### src/rtl/dmem_arbiter_pkg.sv
// Shared definitions for the data-memory arbiter: owner encoding and default widths.
package dmem_arbiter_pkg;

  typedef enum logic {
    OWNER_CORE = 1'b0,
    OWNER_HOST = 1'b1
  } owner_t;

  localparam int DMEM_ADDR_W   = 32;
  localparam int DMEM_DATA_W   = 32;
  localparam int DMEM_LOCK_MAX = 8;

  function automatic owner_t other_owner(input owner_t o);
    return (o == OWNER_CORE) ? OWNER_HOST : OWNER_CORE;
  endfunction

endpackage

### src/rtl/dmem_arbiter_if.sv
// Bundle of the core, host and memory signals around the data-memory arbiter.
interface dmem_arbiter_if #(
  parameter int ADDR_W = 32,
  parameter int DATA_W = 32
);
  // Handshake: a requester holds *_req high with stable we/addr/wdata/be until it
  // sees *_gnt=1 in the same cycle; that cycle is the transfer. Read data is
  // returned with *_rvalid=1 exactly one cycle after the granting cycle.
  logic                  core_req;
  logic                  core_we;
  logic [ADDR_W-1:0]     core_addr;
  logic [DATA_W-1:0]     core_wdata;
  logic [DATA_W/8-1:0]   core_be;
  logic                  core_gnt;
  logic                  core_rvalid;
  logic [DATA_W-1:0]     core_rdata;

  logic                  host_req;
  logic                  host_we;
  logic [ADDR_W-1:0]     host_addr;
  logic [DATA_W-1:0]     host_wdata;
  logic [DATA_W/8-1:0]   host_be;
  logic                  host_lock;
  logic                  host_gnt;
  logic                  host_rvalid;
  logic [DATA_W-1:0]     host_rdata;

  logic                  mem_en;
  logic                  mem_we;
  logic [ADDR_W-1:0]     mem_addr;
  logic [DATA_W-1:0]     mem_wdata;
  logic [DATA_W/8-1:0]   mem_be;
  logic [DATA_W-1:0]     mem_rdata;

  modport slave (
    input  core_req, core_we, core_addr, core_wdata, core_be,
    input  host_req, host_we, host_addr, host_wdata, host_be, host_lock,
    input  mem_rdata,
    output core_gnt, core_rvalid, core_rdata,
    output host_gnt, host_rvalid, host_rdata,
    output mem_en, mem_we, mem_addr, mem_wdata, mem_be
  );

  modport master (
    output core_req, core_we, core_addr, core_wdata, core_be,
    output host_req, host_we, host_addr, host_wdata, host_be, host_lock,
    output mem_rdata,
    input  core_gnt, core_rvalid, core_rdata,
    input  host_gnt, host_rvalid, host_rdata,
    input  mem_en, mem_we, mem_addr, mem_wdata, mem_be
  );

endinterface

### src/rtl/dmem_arbiter_rr_arb2.sv
// Two-way round-robin grant; host_lock lets the host keep ownership for up to
// LOCK_MAX extra grants while the core waits.
module rr_arb2
  import dmem_arbiter_pkg::*;
#(
  parameter int LOCK_MAX = DMEM_LOCK_MAX
) (
  input  logic clk,
  input  logic rst,
  input  logic core_req_i,
  input  logic host_req_i,
  input  logic host_lock_i,
  output logic core_gnt_o,
  output logic host_gnt_o
);

  localparam int CNT_W = $clog2(LOCK_MAX + 1);

  owner_t           last_owner_q, last_owner_d;
  logic             host_lock_q, host_lock_d;
  logic [CNT_W-1:0] lock_cnt_q, lock_cnt_d;
  logic             lock_active;
  owner_t           tie_winner;

  always_comb begin
    lock_active = (last_owner_q == OWNER_HOST) && host_lock_q &&
                  (lock_cnt_q < CNT_W'(LOCK_MAX));
    tie_winner  = lock_active ? OWNER_HOST : other_owner(last_owner_q);

    // Grants are forced low while reset is held, independent of the requests.
    core_gnt_o = 1'b0;
    host_gnt_o = 1'b0;
    if (!rst) begin
      if (core_req_i && host_req_i) begin
        core_gnt_o = (tie_winner == OWNER_CORE);
        host_gnt_o = (tie_winner == OWNER_HOST);
      end else begin
        core_gnt_o = core_req_i;
        host_gnt_o = host_req_i;
      end
    end

    last_owner_d = last_owner_q;
    host_lock_d  = host_lock_q;
    lock_cnt_d   = lock_cnt_q;
    if (core_gnt_o) begin
      last_owner_d = OWNER_CORE;
      host_lock_d  = 1'b0;
      lock_cnt_d   = '0;
    end else if (host_gnt_o) begin
      last_owner_d = OWNER_HOST;
      host_lock_d  = host_lock_i;
      if (!host_lock_q)
        lock_cnt_d = '0;
      else if (core_req_i && lock_active)
        lock_cnt_d = lock_cnt_q + CNT_W'(1);
    end else if (!host_lock_q) begin
      lock_cnt_d = '0;
    end
  end

  always_ff @(posedge clk or posedge rst) begin
    if (rst) begin
      last_owner_q <= OWNER_HOST;
      host_lock_q  <= 1'b0;
      lock_cnt_q   <= '0;
    end else begin
      last_owner_q <= last_owner_d;
      host_lock_q  <= host_lock_d;
      lock_cnt_q   <= lock_cnt_d;
    end
  end

endmodule

### src/rtl/dmem_arbiter.sv
// Shares the single data-memory port between the core LSU and the host port,
// muxing the winner onto mem_* and routing read data back one cycle later.
module dmem_arbiter
  import dmem_arbiter_pkg::*;
#(
  parameter int ADDR_W   = DMEM_ADDR_W,
  parameter int DATA_W   = DMEM_DATA_W,
  parameter int LOCK_MAX = DMEM_LOCK_MAX
) (
  input  logic           clk,
  input  logic           rst,
  dmem_arbiter_if.slave  bus
);

  localparam int BE_W = DATA_W / 8;

  logic              core_gnt, host_gnt, gnt_any;
  logic              sel_we;
  logic [ADDR_W-1:0] sel_addr, addr_q;
  logic [DATA_W-1:0] sel_wdata, wdata_q;
  logic [BE_W-1:0]   sel_be, be_q;
  logic              rd_pending_q, rd_pending_d;
  owner_t            rd_owner_q, rd_owner_d;
  logic              core_rvalid, host_rvalid;

  rr_arb2 #(.LOCK_MAX(LOCK_MAX)) u_rr_arb2 (
    .clk         (clk),
    .rst         (rst),
    .core_req_i  (bus.core_req),
    .host_req_i  (bus.host_req),
    .host_lock_i (bus.host_lock),
    .core_gnt_o  (core_gnt),
    .host_gnt_o  (host_gnt)
  );

  always_comb begin
    gnt_any   = core_gnt | host_gnt;
    sel_we    = host_gnt ? bus.host_we    : bus.core_we;
    sel_addr  = host_gnt ? bus.host_addr  : bus.core_addr;
    sel_wdata = host_gnt ? bus.host_wdata : bus.core_wdata;
    sel_be    = host_gnt ? bus.host_be    : bus.core_be;

    rd_pending_d = gnt_any && !sel_we;
    rd_owner_d   = rd_pending_d ? (host_gnt ? OWNER_HOST : OWNER_CORE) : rd_owner_q;
  end

  // Address/data/be hold their last granted value so idle cycles do not toggle the bus.
  always_ff @(posedge clk or posedge rst) begin
    if (rst) begin
      addr_q       <= '0;
      wdata_q      <= '0;
      be_q         <= '0;
      rd_pending_q <= 1'b0;
      rd_owner_q   <= OWNER_CORE;
    end else begin
      if (gnt_any) begin
        addr_q  <= sel_addr;
        wdata_q <= sel_wdata;
        be_q    <= sel_be;
      end
      rd_pending_q <= rd_pending_d;
      rd_owner_q   <= rd_owner_d;
    end
  end

  assign core_rvalid = rd_pending_q && (rd_owner_q == OWNER_CORE);
  assign host_rvalid = rd_pending_q && (rd_owner_q == OWNER_HOST);

  assign bus.core_gnt    = core_gnt;
  assign bus.host_gnt    = host_gnt;
  assign bus.core_rvalid = core_rvalid;
  assign bus.host_rvalid = host_rvalid;
  assign bus.core_rdata  = core_rvalid ? bus.mem_rdata : '0;
  assign bus.host_rdata  = host_rvalid ? bus.mem_rdata : '0;

  assign bus.mem_en    = gnt_any;
  assign bus.mem_we    = gnt_any && sel_we;
  assign bus.mem_addr  = gnt_any ? sel_addr  : addr_q;
  assign bus.mem_wdata = gnt_any ? sel_wdata : wdata_q;
  assign bus.mem_be    = gnt_any ? sel_be    : be_q;

endmodule
### src/flat_wrapper.sv
// flat-port wrapper written by rule: the top's interface ports become plain ports
module dmem_arbiter_flat import dmem_arbiter_pkg::*;
#(
  parameter int ADDR_W   = DMEM_ADDR_W,
  parameter int DATA_W   = DMEM_DATA_W,
  parameter int LOCK_MAX = DMEM_LOCK_MAX
)
  (clk, rst, bus_core_req, bus_core_we, bus_core_addr, bus_core_wdata, bus_core_be, bus_host_req, bus_host_we, bus_host_addr, bus_host_wdata, bus_host_be, bus_host_lock, bus_mem_rdata, bus_core_gnt, bus_core_rvalid, bus_core_rdata, bus_host_gnt, bus_host_rvalid, bus_host_rdata, bus_mem_en, bus_mem_we, bus_mem_addr, bus_mem_wdata, bus_mem_be);
  dmem_arbiter_if #(.ADDR_W(ADDR_W), .DATA_W(DATA_W)) bus_i ();
  input  logic clk;
  input  logic rst;
  input wire logic [$bits(bus_i.core_req)-1:0] bus_core_req;
  input wire logic [$bits(bus_i.core_we)-1:0] bus_core_we;
  input wire logic [$bits(bus_i.core_addr)-1:0] bus_core_addr;
  input wire logic [$bits(bus_i.core_wdata)-1:0] bus_core_wdata;
  input wire logic [$bits(bus_i.core_be)-1:0] bus_core_be;
  input wire logic [$bits(bus_i.host_req)-1:0] bus_host_req;
  input wire logic [$bits(bus_i.host_we)-1:0] bus_host_we;
  input wire logic [$bits(bus_i.host_addr)-1:0] bus_host_addr;
  input wire logic [$bits(bus_i.host_wdata)-1:0] bus_host_wdata;
  input wire logic [$bits(bus_i.host_be)-1:0] bus_host_be;
  input wire logic [$bits(bus_i.host_lock)-1:0] bus_host_lock;
  input wire logic [$bits(bus_i.mem_rdata)-1:0] bus_mem_rdata;
  output wire logic [$bits(bus_i.core_gnt)-1:0] bus_core_gnt;
  output wire logic [$bits(bus_i.core_rvalid)-1:0] bus_core_rvalid;
  output wire logic [$bits(bus_i.core_rdata)-1:0] bus_core_rdata;
  output wire logic [$bits(bus_i.host_gnt)-1:0] bus_host_gnt;
  output wire logic [$bits(bus_i.host_rvalid)-1:0] bus_host_rvalid;
  output wire logic [$bits(bus_i.host_rdata)-1:0] bus_host_rdata;
  output wire logic [$bits(bus_i.mem_en)-1:0] bus_mem_en;
  output wire logic [$bits(bus_i.mem_we)-1:0] bus_mem_we;
  output wire logic [$bits(bus_i.mem_addr)-1:0] bus_mem_addr;
  output wire logic [$bits(bus_i.mem_wdata)-1:0] bus_mem_wdata;
  output wire logic [$bits(bus_i.mem_be)-1:0] bus_mem_be;
  assign bus_i.core_req = bus_core_req;
  assign bus_i.core_we = bus_core_we;
  assign bus_i.core_addr = bus_core_addr;
  assign bus_i.core_wdata = bus_core_wdata;
  assign bus_i.core_be = bus_core_be;
  assign bus_i.host_req = bus_host_req;
  assign bus_i.host_we = bus_host_we;
  assign bus_i.host_addr = bus_host_addr;
  assign bus_i.host_wdata = bus_host_wdata;
  assign bus_i.host_be = bus_host_be;
  assign bus_i.host_lock = bus_host_lock;
  assign bus_i.mem_rdata = bus_mem_rdata;
  assign bus_core_gnt = bus_i.core_gnt;
  assign bus_core_rvalid = bus_i.core_rvalid;
  assign bus_core_rdata = bus_i.core_rdata;
  assign bus_host_gnt = bus_i.host_gnt;
  assign bus_host_rvalid = bus_i.host_rvalid;
  assign bus_host_rdata = bus_i.host_rdata;
  assign bus_mem_en = bus_i.mem_en;
  assign bus_mem_we = bus_i.mem_we;
  assign bus_mem_addr = bus_i.mem_addr;
  assign bus_mem_wdata = bus_i.mem_wdata;
  assign bus_mem_be = bus_i.mem_be;
  dmem_arbiter #(.ADDR_W(ADDR_W), .DATA_W(DATA_W), .LOCK_MAX(LOCK_MAX)) u_core (.clk(clk), .rst(rst), .bus(bus_i));
endmodule
### config.mk
export PLATFORM = sky130hd
export DESIGN_NAME = dmem_arbiter_flat
export DESIGN_NICKNAME = d
export VERILOG_FILES = /design/src/rtl/dmem_arbiter_pkg.sv /design/src/rtl/dmem_arbiter_if.sv /design/src/rtl/dmem_arbiter_rr_arb2.sv /design/src/rtl/dmem_arbiter.sv /design/src/flat_wrapper.sv
export SDC_FILE = /design/constraint.sdc
export NUM_CORES = 1
export LEC_CHECK = 0
export CORE_ASPECT_RATIO = 1.1
export CORE_MARGIN = 4
export CORE_UTILIZATION = 32
export CTS_CLUSTER_DIAMETER = 30
export CTS_CLUSTER_SIZE = 20
export DETAILED_ROUTE_END_ITERATION = 8
export GPL_ROUTABILITY_DRIVEN = 0
export PLACE_DENSITY = 0.77
export SLEW_MARGIN = 40
export SYNTH_ARGS = -nofsm -noshare
export SYNTH_HDL_FRONTEND = slang
export SYNTH_SLANG_ARGS = --single-unit
### constraint.sdc
create_clock -name clk -period 3.41 [get_ports clk]
set_input_delay 0.8525 -clock clk [delete_from_list [all_inputs] [get_ports clk]]
set_output_delay 0.8525 -clock clk [all_outputs]
set_load 0.01 [all_outputs]
==> results of run 1 <==
stage by stage:
stage	utilization	setup TNS [ps]	power (mW)
floorplan	-	0	1.56
global placement	0.585	-25050	2.22
detailed placement	0.585	-24490	2.24
CTS	0.617	-14.8	3.29
global route	0.628	-750	3.45
finish	0.628	0	3.29
layout by cell type, fill, tap and decap left out, types with 2 or more instances in the layout:
| cell | count |
|---|---|
| buf_6 | 6 |
| a21oi_1 | 2 |
| and2_1 | 34 |
| buf_16 | 6 |
| a21oi_2 | 136 |
| nor2_1 | 68 |
| clkdlybuf4s15_2 | 21 |
| dfrtp_1 | 75 |
| clkbuf_16 | 15 |
| clkinvlp_4 | 2 |
| clkbuf_2 | 21 |
| inv_1 | 3 |
| buf_12 | 8 |
| buf_4 | 44 |
| clkdlybuf4s50_1 | 240 |
| buf_2 | 19 |
| o21ai_1 | 4 |
| bufinv_16 | 2 |
| clkbuf_8 | 2 |
| dlygate4sd2_1 | 4 |
| nor2b_1 | 2 |
| nand2b_1 | 3 |
| nand2_1 | 74 |
| clkdlybuf4s15_1 | 6 |
| and3_1 | 32 |
| nor2_2 | 2 |
final timing paths:
| check | startpoint | slack, ps | cells after the start | end |
|---|---|---|---|---|
| min in group asynchronous | rst | 1340 | 5 | u_core.addr_q[16] |
| min | u_core.u_rr_arb2.last_owner_q | 500 | 2 | u_core.u_rr_arb2.last_owner_q |
| max reg2reg | u_core.u_rr_arb2.lock_cnt_q[3] | 1620 | 7 | u_core.wdata_q[1] |
| max in group asynchronous | rst | 1560 | 5 | u_core.wdata_q[23] |
| max | rst | 4 | 7 | bus_mem_wdata[20] |
| min reg2reg | u_core.u_rr_arb2.last_owner_q | 500 | 2 | u_core.u_rr_arb2.last_owner_q |
metal layers:
metal | vias up | GRT usage | part of all wire
li1 | 2359 | - | -
met1 | 2374 | 0.232 | 0.36
met2 | 240 | 0.414 | 0.53
met3 | 41 | 0.0657 | 0.078
met4 | 2 | 0.0982 | 0.031
met5 | - | 0 | 0.00061
where the power goes:
part,switching [mW],internal (mW),leakage (nW),total [mW]
Combinational,0.550,0.612,2.67,1.16
Sequential,0.0392,1.02,0.865,1.06
Clock,0.387,0.683,0.158,1.07
area by class of cell:
class                   count  area (um^2)
clock buffers              11          253
inverters                   7         46.3
well taps                 188          235
repair buffers            382         3820
flip-flops and latches     76         1900
fillers                  1170         5130
diodes                      1         2.50
clock inverters             5         83.8
multi-input cells         369         2320
cell families after synthesis:
| family | share of synthesized area |
|---|---|
| multiplexers | 0.00223 |
| adder cells (fa/ha/maj) | 0.00278 |
| AO/OA/AOI/OAI | 0.284 |
| buffers and inverters | 0.0648 |
| AND/OR/NAND/NOR | 0.223 |
| flip-flops | 0.423 |
repair_timing:
item	in CTS	in global routing
gates resized for setup	181	56
endpoints found under the setup margin	70	59
buffers inserted	2	12
gates cloned	3	7
hold endpoints to repair	0	0
pin swaps	3	3
state kept, by name, indices dropped and copies added (netlist names):
register and cells:
u_core.u_rr_arb2.host_lock_q 1, u_core.u_rr_arb2.last_owner_q 1, u_core.u_rr_arb2.lock_cnt_q 4, u_core.wdata_q 32
u_core.rd_owner_q 1, u_core.be_q 4, u_core.rd_pending_q 1, u_core.addr_q 32
worst reg2reg max path, stage by stage (launching register included):
cell	delay [ps]
dfrtp_1	400
nand2b_1	170
a311o_2	470
buf_8	190
buf_16	170
nand2_1	100
a21oi_2	70
buf_4	130
==> results.json, run 1 <==
{
  "status": "complete, no violations",
  "yosys.area.top_type": "dfrtp_1",
  "drcViolationCount": 0,
  "yosysSeqAreaShare": 0.423,
  "root_buffer": "clkbuf_16",
  "viasPerCell": 4.83,
  "hold_viol": 0,
  "rsz0062_at_grt": "yes",
  "die_area_mm2": 0.0160,
  "grt_pass1_vias": 5331,
  "cts_tree": "built",
  "place_ws_ps": -401,
  "drive_above_1_share": 0.346,
  "synth_flop_cell": "dfrtp_1",
  "synth_cells": 490,
  "max_stage_delay_ps": 440,
  "io_pins": 313,
  "hold_class": "flop to flop",
  "period_share": 0.999,
  "grt_max_degree": 77,
  "vdd_drop_max_v": 0.000249,
  "crit_slowest_cell": "a311o_2",
  "power.leakage_nw": 3.69,
  "stdcell_count": 1039,
  "fin_skew_ps": 6.10,
  "cts_max_path_buffers": 2,
  "synth_nets": 666,
  "drt_pass1_iterations": 6,
  "clk_latency_ps": 330,
  "maxSlewHeadroom": 0.520,
  "crit_path_start_kind": "input port",
  "crit_top_cell": "a21oi_2",
  "timing.hold.ws_ps": 503,
  "critPathCaptureType": "output pin",
  "clock_sinks": 76,
  "synth_area_mm2": 0.00450,
  "path_buf_inv": 4,
  "place_area_mm2": 0.00807,
  "grt_pass1_wl_um": 28200,
  "final_max_slew_viol_count": 0,
  "ctsHoldBuffers": 0,
  "synth_enable_flop_cells": 0,
  "clkTransAtPathRegs_ps": 60,
  "tightest_slew_ps": 720,
  "cts_buffers": 9,
  "crit_type": "input port to output pin",
  "vias": 5016,
  "dp_hpwl_um": 14100,
  "totalWireLength_um": 19600,
  "die_h_um": 132,
  "grtUsageTotal": 0.224,
  "yosysMostFrequentCell": "a21oi_2",
  "ys_top_cells_by_count": "a21oi_2, dfrtp_1, nand2_1, nor2_1, and2_1",
  "post-route-min-period_ps": 3410,
  "synth.distinct_cells": 32,
  "fin_area_mm2": 0.00866,
  "setup_violations": 0,
  "ys_ff_latch": 76,
  "first_iter_violations": 131,
  "syn2layout_area_growth_pct": 92.7,
  "synth.area.top_cells": "dfrtp_1, a21oi_2, nand2_1",
  "cp_max_fo": 17,
  "crit_arrival_ps": 2550,
  "syn_avg_cell_area_um2": 9.18,
  "htreeDepth": 3,
  "die_w_um": 121,
  "power_density_mw_per_mm2": 380,
  "fin_ws_ps": 4.10,
  "netlist.area_leader.share": 0.417,
  "crit_required_ps": 2560,
  "nNetsFinal": 1021,
  "dp.cells": 998,
  "yosys_warnings": 0,
  "critPathTopFamily": "buffers and inverters",
  "fmax_ghz": 0.294,
  "ant_nets": 0,
  "portBuffers": 312,
  "grt_overflow": 0,
  "core_mm2": 0.0138,
  "crit_chain": "clkdlybuf4s50_1 -> a311o_2 -> clkinv_8 -> buf_12 -> a21oi_2 -> a21oi_2 -> clkdlybuf4s15_2",
  "rows": 45,
  "async_flop_share": 1.00,
  "routedWlPerCell_um": 18.8,
  "start_util": 0.326,
  "antenna_found_initial": 2,
  "drv_cap": 0
}
Note: power is estimated with default switching activity, not from simulation.
==> inputs of run 2 (changes only) <==
--- a/config.mk
+++ b/config.mk
@@ -7,12 +7,12 @@
 export LEC_CHECK = 0
 export CORE_ASPECT_RATIO = 1.1
 export CORE_MARGIN = 4
-export CORE_UTILIZATION = 32
+export CORE_UTILIZATION = 33
+export CTS_BUF_LIST = sky130_fd_sc_hd__clkbuf_4
 export CTS_CLUSTER_DIAMETER = 30
 export CTS_CLUSTER_SIZE = 20
 export DETAILED_ROUTE_END_ITERATION = 8
-export GPL_ROUTABILITY_DRIVEN = 0
-export PLACE_DENSITY = 0.77
+export PLACE_DENSITY = 0.79
 export SLEW_MARGIN = 40
 export SYNTH_ARGS = -nofsm -noshare
 export SYNTH_HDL_FRONTEND = slang
==> run 2 against run 1 <==
Net effect: non-clock buffer count fell by 12; fmax rose by 1.5%; register-to-register slack got worse by 170 ps; power is 17% lower; clock power is 47% lower; wire length shrank 6.8%; critical endpoint is now bus_mem_addr[9]; largest cell class unchanged.
==> results.json, run 2 (synthesized netlist as in run 1, its figures left out) <==
{
  "core_mm2": 0.0133,
  "tightest_slew_ps": 709,
  "die_h_um": 130,
  "nNetsFinal": 1010,
  "dp.cells": 992,
  "grt_pass1_vias": 5080,
  "crit_slowest_cell": "a311o_2",
  "post-route-min-period_ps": 3360,
  "max_stage_delay_ps": 370,
  "start_util": 0.339,
  "crit_top_cell": "buf_4",
  "stdcell_count": 1027,
  "path_buf_inv": 6,
  "setup_violations": 0,
  "vias": 4801,
  "rows": 44,
  "clk_latency_ps": 420,
  "grt_overflow": 0,
  "die_area_mm2": 0.0156,
  "syn2layout_area_growth_pct": 83.7,
  "vdd_drop_max_v": 0.000217,
  "first_iter_violations": 167,
  "grt_pass1_wl_um": 27200,
  "die_w_um": 119,
  "drt_pass1_iterations": 4,
  "status": "complete, no violations",
  "dp_hpwl_um": 14500,
  "period_share": 0.984,
  "crit_path_start_kind": "input port",
  "portBuffers": 312,
  "hold_class": "flop to flop",
  "cp_max_fo": 7,
  "grtUsageTotal": 0.225,
  "clkTransAtPathRegs_ps": 120,
  "ant_nets": 0,
  "routedWlPerCell_um": 17.8,
  "final_max_slew_viol_count": 0,
  "cts_max_path_buffers": 2,
  "totalWireLength_um": 18200,
  "multi_input_comb_area_mm2": 0.00231,
  "final.setup.tns_ps": 0,
  "place_ws_ps": -420,
  "cts_tree": "built",
  "critPathTopFamily": "buffers and inverters",
  "antenna_found_initial": 4,
  "regArea_mm2": 0.00190,
  "clock_sinks": 76,
  "top_regs": "u_core.addr_q x32, u_core.wdata_q x32",
  "power.leakage_nw": 3.50,
  "fmax_ghz": 0.298,
  "root_buffer": "clkbuf_4",
  "fin_ws_ps": 53.3,
  "drive_above_1_share": 0.282,
  "viasPerCell": 4.67,
  "place_congestion": 0.881,
  "grt_max_degree": 78,
  "final_cell_mix": "clkdlybuf4s50_1, a21oi_2, nand2_1, dfrtp_1, nor2_1",
  "io_pins": 313,
  "hold_viol": 0,
  "htreeDepth": 3,
  "maxSlewHeadroom": 0.527,
  "critPathCaptureType": "output pin",
  "ctsHoldBuffers": 0,
  "crit_arrival_ps": 2500,
  "cts_buffers": 9,
  "drcViolationCount": 0,
  "timing.hold.ws_ps": 502,
  "power_density_mw_per_mm2": 330,
  "crit_type": "input port to output pin",
  "n_fill_cell": 1169,
  "crit_required_ps": 2560,
  "final_common_cell": "clkdlybuf4s50_1",
  "crit_chain": "dlygate4sd2_1 -> a311o_2 -> buf_4 -> inv_4 -> buf_4 -> buf_4 -> a21oi_2 -> a21oi_2 -> clkdlybuf4s15_2",
  "drv_cap": 0,
  "fin_skew_ps": 16.4,
  "rsz0062_at_grt": "yes"
}
-- run 2: layout make-up --
cell class                 instances  share of cell area
multi-input combinational        369               0.280
sequential                        76               0.230
antenna                            4             0.00121
timing repair buffer             370               0.438
tap                              184              0.0279
inverter                           7             0.00500
clock inverter                     4             0.00606
timing repair inverter             1            0.000757
clock buffer                      12              0.0109
-- run 2: tightest hold or removal path: cells and delay by family, from the launching register on --
family           cells  cell delay [ps]
and+or+nand+nor      2              110
DFF                  1              410
-- run 2: routing by layer --
layer / wire [um] / track usage
met1: 6820 / 0.249
met2: 9710 / 0.421
met3: 1330 / 0.0525
met4: 361 / 0.0863
met5: 8 / 0
-- run 2: where the power goes --
| group | internal, mW | switching (mW) |
|---|---|---|
| registers | 1.02 | 0.0373 |
| logic | 0.574 | 0.524 |
| clock network | 0.248 | 0.323 |
| total | 1.84 | 0.885 |
-- run 2: path summary, 6_finish.rpt --
check | startpoint | to | slack (ps) | cells past startpoint
worst max-delay path | rst | bus_mem_addr[9] | 50 | 9
worst min-delay path | u_core.u_rr_arb2.last_owner_q | u_core.u_rr_arb2.last_owner_q | 500 | 2
worst max register to register | u_core.u_rr_arb2.lock_cnt_q[3] | u_core.wdata_q[28] | 1450 | 10
worst min register to register | u_core.u_rr_arb2.last_owner_q | u_core.u_rr_arb2.last_owner_q | 500 | 2
max in group asynchronous | rst | u_core.wdata_q[26] | 2070 | 3
min in group asynchronous | rst | u_core.be_q[1] | 870 | 3
-- run 2: what timing repair did --
action,CTS,global route
cloned,2,0
pin swaps,4,3
setup endpoints to repair,70,39
buffers inserted,13,0
resized for setup,126,16
-- run 2: per-stage QoR --
step / utilization / total power, mW / area, um^2
final: 0.623 / 2.73 / 8260
after global routing: 0.622 / 2.89 / 8260
after CTS: 0.625 / 2.77 / 8300
after detailed placement: 0.607 / 2.23 / 8050
after global placement: 0.606 / 2.21 / 8050
after floorplan: - / 1.56 / 4500
